### src/rtl/projection_scheduler.sv
// Projection scheduler: walks a triangle list in mesh memory, sends one triangle at a
// time through the projection unit, and forwards accepted results to the rasterizer.
// Each frame keeps separate tallies of drawn, clipped and errored triangles.
module projection_scheduler #(
    parameter int unsigned COORD_WIDTH = 32,
    parameter int unsigned ADDR_WIDTH  = 10,
    parameter int unsigned MEM_LATENCY = 2
) (
    input  logic                        clk_in,
    input  logic                        rst_in_n,
    input  logic                        frame_start,
    input  logic [ADDR_WIDTH-1:0]       num_tris,
    output logic [ADDR_WIDTH-1:0]       mem_addr,
    input  logic [9*COORD_WIDTH-1:0]    mem_data,
    output logic                        proj_start,
    output logic [9*COORD_WIDTH-1:0]    proj_verts,
    input  logic                        proj_done,
    input  logic                        proj_valid,
    input  logic [1:0]                  proj_status,
    input  logic [9*COORD_WIDTH-1:0]    proj_result,
    output logic [9*COORD_WIDTH-1:0]    out_tri,
    output logic                        out_valid,
    input  logic                        out_ready,
    output logic                        frame_busy,
    output logic                        frame_done,
    output logic [ADDR_WIDTH:0]         drawn_count,
    output logic [ADDR_WIDTH:0]         clip_count,
    output logic [ADDR_WIDTH:0]         err_count
);

    localparam int unsigned TriW = 9 * COORD_WIDTH;
    localparam int unsigned CntW = ADDR_WIDTH + 1;
    localparam int unsigned LatW = $clog2(MEM_LATENCY + 1);

    localparam logic [LatW-1:0]       LatLast = LatW'(MEM_LATENCY);
    localparam logic [LatW-1:0]       LatOne  = LatW'(1);
    localparam logic [ADDR_WIDTH-1:0] AddrOne = ADDR_WIDTH'(1);
    localparam logic [CntW-1:0]       CntOne  = CntW'(1);

    typedef enum logic [2:0] {
        StIdle,
        StFetch,
        StLaunch,
        StWait,
        StEmit,
        StNext,
        StDone
    } state_e;

    state_e                state_q, state_d;
    logic [ADDR_WIDTH-1:0] total_q, total_d;
    logic [ADDR_WIDTH-1:0] index_q, index_d;
    logic [LatW-1:0]       lat_q, lat_d;
    logic [TriW-1:0]       verts_q, verts_d;
    logic [TriW-1:0]       tri_q, tri_d;
    logic                  valid_q, valid_d;
    logic                  busy_q, busy_d;
    logic [CntW-1:0]       drawn_q, drawn_d;
    logic [CntW-1:0]       clip_q, clip_d;
    logic [CntW-1:0]       err_q, err_d;

    // Next-state and datapath updates; every register holds unless its state acts on it.
    always_comb begin
        state_d = state_q;
        total_d = total_q;
        index_d = index_q;
        lat_d   = lat_q;
        verts_d = verts_q;
        tri_d   = tri_q;
        valid_d = valid_q;
        busy_d  = busy_q;
        drawn_d = drawn_q;
        clip_d  = clip_q;
        err_d   = err_q;

        case (state_q)
            StIdle: begin
                if (frame_start) begin
                    total_d = num_tris;
                    index_d = '0;
                    lat_d   = '0;
                    drawn_d = '0;
                    clip_d  = '0;
                    err_d   = '0;
                    busy_d  = 1'b1;
                    state_d = (num_tris == '0) ? StDone : StFetch;
                end
            end
            StFetch: begin
                // Address is held for MEM_LATENCY cycles; the read data lands on the next one.
                if (lat_q == LatLast) begin
                    verts_d = mem_data;
                    state_d = StLaunch;
                end else begin
                    lat_d = lat_q + LatOne;
                end
            end
            StLaunch: begin
                state_d = StWait;
            end
            StWait: begin
                if (proj_done) begin
                    if (proj_valid) begin
                        tri_d   = proj_result;
                        valid_d = 1'b1;
                        state_d = StEmit;
                    end else begin
                        if (proj_status == 2'b01) begin
                            clip_d = clip_q + CntOne;
                        end else begin
                            err_d = err_q + CntOne;
                        end
                        state_d = StNext;
                    end
                end
            end
            StEmit: begin
                if (out_ready) begin
                    valid_d = 1'b0;
                    drawn_d = drawn_q + CntOne;
                    state_d = StNext;
                end
            end
            StNext: begin
                if (index_q == total_q - AddrOne) begin
                    state_d = StDone;
                end else begin
                    index_d = index_q + AddrOne;
                    lat_d   = '0;
                    state_d = StFetch;
                end
            end
            StDone: begin
                busy_d  = 1'b0;
                state_d = StIdle;
            end
            default: begin
                state_d = StIdle;
            end
        endcase
    end

    // State and datapath registers; reset clears every visible output immediately.
    always_ff @(posedge clk_in or negedge rst_in_n) begin
        if (!rst_in_n) begin
            state_q <= StIdle;
            total_q <= '0;
            index_q <= '0;
            lat_q   <= '0;
            verts_q <= '0;
            tri_q   <= '0;
            valid_q <= 1'b0;
            busy_q  <= 1'b0;
            drawn_q <= '0;
            clip_q  <= '0;
            err_q   <= '0;
        end else begin
            state_q <= state_d;
            total_q <= total_d;
            index_q <= index_d;
            lat_q   <= lat_d;
            verts_q <= verts_d;
            tri_q   <= tri_d;
            valid_q <= valid_d;
            busy_q  <= busy_d;
            drawn_q <= drawn_d;
            clip_q  <= clip_d;
            err_q   <= err_d;
        end
    end

    // The read address always tracks the triangle index.
    assign mem_addr    = index_q;
    assign proj_start  = (state_q == StLaunch);
    assign frame_done  = (state_q == StDone);
    assign proj_verts  = verts_q;
    assign out_tri     = tri_q;
    assign out_valid   = valid_q;
    assign frame_busy  = busy_q;
    assign drawn_count = drawn_q;
    assign clip_count  = clip_q;
    assign err_count   = err_q;

endmodule

### config.mk
export PLATFORM = sky130hd
export DESIGN_NAME = projection_scheduler
export DESIGN_NICKNAME = d
export VERILOG_FILES = /design/src/rtl/projection_scheduler.sv
export SDC_FILE = /design/constraint.sdc
export NUM_CORES = 1
export LEC_CHECK = 0
export CELL_PAD_IN_SITES_DETAIL_PLACEMENT = 0
export CELL_PAD_IN_SITES_GLOBAL_PLACEMENT = 1
export CORE_AREA = 2 2 468 470
export CTS_BUF_LIST = sky130_fd_sc_hd__clkbuf_16
export CTS_CLUSTER_DIAMETER = 100
export DETAILED_ROUTE_END_ITERATION = 16
export DIE_AREA = 0 0 470 472
export PLACE_DENSITY = 0.36
export SKIP_CTS_REPAIR_TIMING = 1
export SYNTH_ARGS = -nofsm -noshare
export SYNTH_HDL_FRONTEND = slang
export SYNTH_SLANG_ARGS = --single-unit
### constraint.sdc
create_clock -name clk_in -period 3.14 [get_ports clk_in]
set_clock_uncertainty 0.1 [all_clocks]
set_input_delay 0.314 -clock clk_in [delete_from_list [all_inputs] [get_ports clk_in]]
set_output_delay 0.314 -clock clk_in [all_outputs]
set_load 0.05 [all_outputs]
==> flow_summary.json, run 1 <==
{
  "clk_pin_slew_ps": 50,
  "grt_overflow": 0,
  "synth_cells": 1595,
  "layout-drive-gt1-share": 0.267,
  "synthDominantCellAreaShare": 0.649,
  "ys_seq_elements": 636,
  "seqPwrFrac": 0.263,
  "final_common_cell": "clkdlybuf4s50_1",
  "initial_utilization": 0.113,
  "cp_num_cells": 7,
  "grt_use_met3": 0.0659,
  "cts_max_level": 3,
  "top_usage_layer": "met2",
  "final_core_util": 0.203,
  "synthToLayoutAreaGrowth_pct": 78.9,
  "grt_max_degree": 69,
  "final_cell_mix": "clkdlybuf4s50_1 (1210), dfrtp_1 (636), mux2_2 (576)",
  "grt_first_pass_wirelength_um": 192000,
  "cts_tree": "done",
  "internal-power_w": 0.0281,
  "ir_worst_vdd_mv": 0.532,
  "worstSetupStartpointType": "flop",
  "syn-num-nets": 2195,
  "port_buffers": 1216,
  "yosysTopAreaCell": "dfrtp_1",
  "fillers": 23500,
  "grt_use_met2": 0.217,
  "antenna_found_initial": 77,
  "final_net_count": 3506,
  "final_cell_area_mm2": 0.0439,
  "slowest_stage": "or4_1",
  "synthArstFlopShare": 1.00,
  "use_met1": 0.138,
  "path_cells": "or4_1 -> or3_1 -> a2111oi_2 -> nand4b_1 -> or2_1 -> a21o_1 -> o22ai_1",
  "gp_congestion": 0.801,
  "finalNonFillerCells": 5868,
  "hold_path.class": "input pin to flop",
  "seq_area_frac_synth": 0.649,
  "dp_slack_ps": 272,
  "yosysWarnings": 0,
  "worst_pin_slew_ps": 925,
  "cp.arrival_ps": 3410,
  "power.switching_w": 0.0261,
  "reg2reg_depth": 7,
  "crit_fanout": 8,
  "synthFlopType": "dfrtp_1",
  "drt_wl_total_um": 143000,
  "period_needed_ps": 2870,
  "drt-pass1-iter-count": 4,
  "dp_hpwl_um": 116000,
  "period_share": 0.915,
  "die_w_um": 470,
  "power.leakage_nw": 17.5,
  "clock-sinks": 636,
  "cp-end-kind": "flop",
  "syn_avg_cell_area_um2": 15.4,
  "ys_types": 51,
  "crit_buf_inv": 0,
  "max_stage_delay_ps": 530,
  "post-place-cells": 5660,
  "grt_setup_unrepaired": "false",
  "drt-initial-drc-count": 624,
  "root_buffer": "clkbuf_16",
  "min_path_cells": 3,
  "crit_family": "simple AND/OR/NAND/NOR gates",
  "grt_use_total": 0.126,
  "setup_ws_ps": 267,
  "final-setup-viol-count": 0,
  "pwr-share-clk": 0.194,
  "drv_cap": 0,
  "slew_headroom": 0.383,
  "maxSlewViolCount": 0,
  "hold_viol": 0,
  "cts.path.max_buffers": 3,
  "dpl-instance-area_mm2": 0.0408,
  "core_region_area_mm2": 0.217,
  "worst_ep_required_time_ps": 3680,
  "synth_edf_count": 0,
  "io_pins": 1217,
  "vias": 19000,
  "drc": 0,
  "rows": 171,
  "crit_type": "flop to flop",
  "numCtsBuffers": 97,
  "first_global_vias": 20700,
  "status": "complete, no violations",
  "p_comb_frac": 0.544,
  "routedWlPerCell_um": 24.4,
  "clk_latency_ps": 720,
  "fp.dieH_um": 472,
  "synth.top_cells.by_area": "dfrtp_1 (65%), mux2_2 (26%), clkbuf_1 (1.0%)",
  "setup_tns_ps": 0,
  "die_area_mm2": 0.222,
  "viasPerCell": 3.24,
  "power.share.switching": 0.481,
  "syn_area_mm2": 0.0245,
  "fmax_mhz": 348,
  "drtAntennaViolNets": 0,
  "p_per_area_mw_per_mm2": 1240
}
==> worst min-delay path, cell delays in order <==
cell	delay, ps
clkdlybuf4s50_1	430
nand2_1	70
nand2_1	50
==> per-layer routing <==
layer	wire length [µm]	vias up
met4	3310	28
met1	53600	9505
li1	-	8355
met2	70200	906
met3	16100	219
met5	185	-
==> kinds of logic (layout without fill, tap and decap cells) <==
group | Yosys count | in the layout | share of synthesized area
compound gates | 65 | 65 | 0.0175
xor+xnor | 37 | 37 | 0.0132
simple gates | 170 | 170 | 0.0347
flops | 636 | 636 | 0.649
other cells | 0 | 30 | 0
fa+ha+maj | 6 | 6 | 0.00306
mux | 582 | 582 | 0.267
buf+inv | 99 | 1488 | 0.0158
==> power groups by stage <==
stage | combinational (W) | sequential (W) | clock (W)
2_1_floorplan | 0.00479 | 0.0268 | 0
3_3_place_gp | 0.0300 | 0.0143 | 0
3_5_place_dp | 0.0299 | 0.0144 | 0
4_1_cts | 0.0300 | 0.0143 | 0.0110
5_1_grt | 0.0306 | 0.0148 | 0.0113
6_report | 0.0295 | 0.0142 | 0.0105
==> synth_stat cells (2+ instances only) <==
cell / number
a2111oi_0: 2
a211oi_1: 2
a21o_1: 3
a21oi_1: 10
a31oi_1: 2
and2_1: 2
and3_1: 9
and4_1: 2
buf_1: 12
buf_6: 2
clkbuf_1: 67
dfrtp_1: 636
ha_1: 6
inv_1: 17
mux2_2: 576
mux2i_1: 6
nand2_1: 44
nand2b_1: 3
nand3_1: 24
nand4_1: 10
nor2_1: 35
nor2b_1: 6
nor3_1: 13
nor3b_1: 3
nor4_1: 2
o2111ai_1: 2
o211ai_1: 2
o21a_1: 2
o21ai_0: 20
o21ai_1: 6
o22ai_1: 3
o31ai_1: 2
or3_1: 6
or4_1: 6
xnor2_1: 13
xor2_1: 24
==> state kept, by name, summed over array words and instances, names as in the netlist <==
| signal | cells |
|---|---|
| total_q | 10 |
| err_count | 11 |
| frame_busy | 1 |
| proj_verts | 288 |
| state_q | 3 |
| lat_q | 2 |
| out_tri | 288 |
| clip_count | 11 |
| mem_addr | 10 |
| out_valid | 1 |
| drawn_count | 11 |
==> path summary, 6_finish.rpt <==
path	startpoint	end	slack, ps
setup / recovery	total_q[0]	lat_q[1]	270
hold / removal	num_tris[9]	total_q[9]	90
setup reg to reg	total_q[0]	lat_q[1]	270
hold reg to reg	proj_verts[228]	proj_verts[228]	400
max in group asynchronous	rst_in_n	out_tri[82]	1800
min in group asynchronous	rst_in_n	proj_verts[181]	210
==> per-stage QoR <==
step / hold slack [ps] / total power [W]
global placement: 389 / 0.0444
CTS: -447 / 0.0553
global route: 7.41 / 0.0568
detailed placement: 391 / 0.0443
floorplan: -81.6 / 0.0316
finish: 85.3 / 0.0542
==> cell type report <==
type / instances / area, µm² / area share
clock inverters: 79 / 556 / 0.0127
repair buffers: 1293 / 13000 / 0.296
clock buffers: 98 / 2450 / 0.0559
flip-flops and latches: 636 / 15900 / 0.363
diodes: 30 / 75.1 / 0.00171
multi-input cells: 860 / 8240 / 0.188
well taps: 2854 / 3570 / 0.0814
inverters: 18 / 67.6 / 0.00154
Power figures use the tool's default switching activity.
==> run 2: changes to the inputs <==
--- a/config.mk
+++ b/config.mk
@@ -17,3 +17,4 @@
 export SYNTH_ARGS = -nofsm -noshare
 export SYNTH_HDL_FRONTEND = slang
 export SYNTH_SLANG_ARGS = --single-unit
+export TNS_END_PERCENT = 50
==> results of run 2 <==
No change in the layout: final DEF, timing and power equal those of run 1.
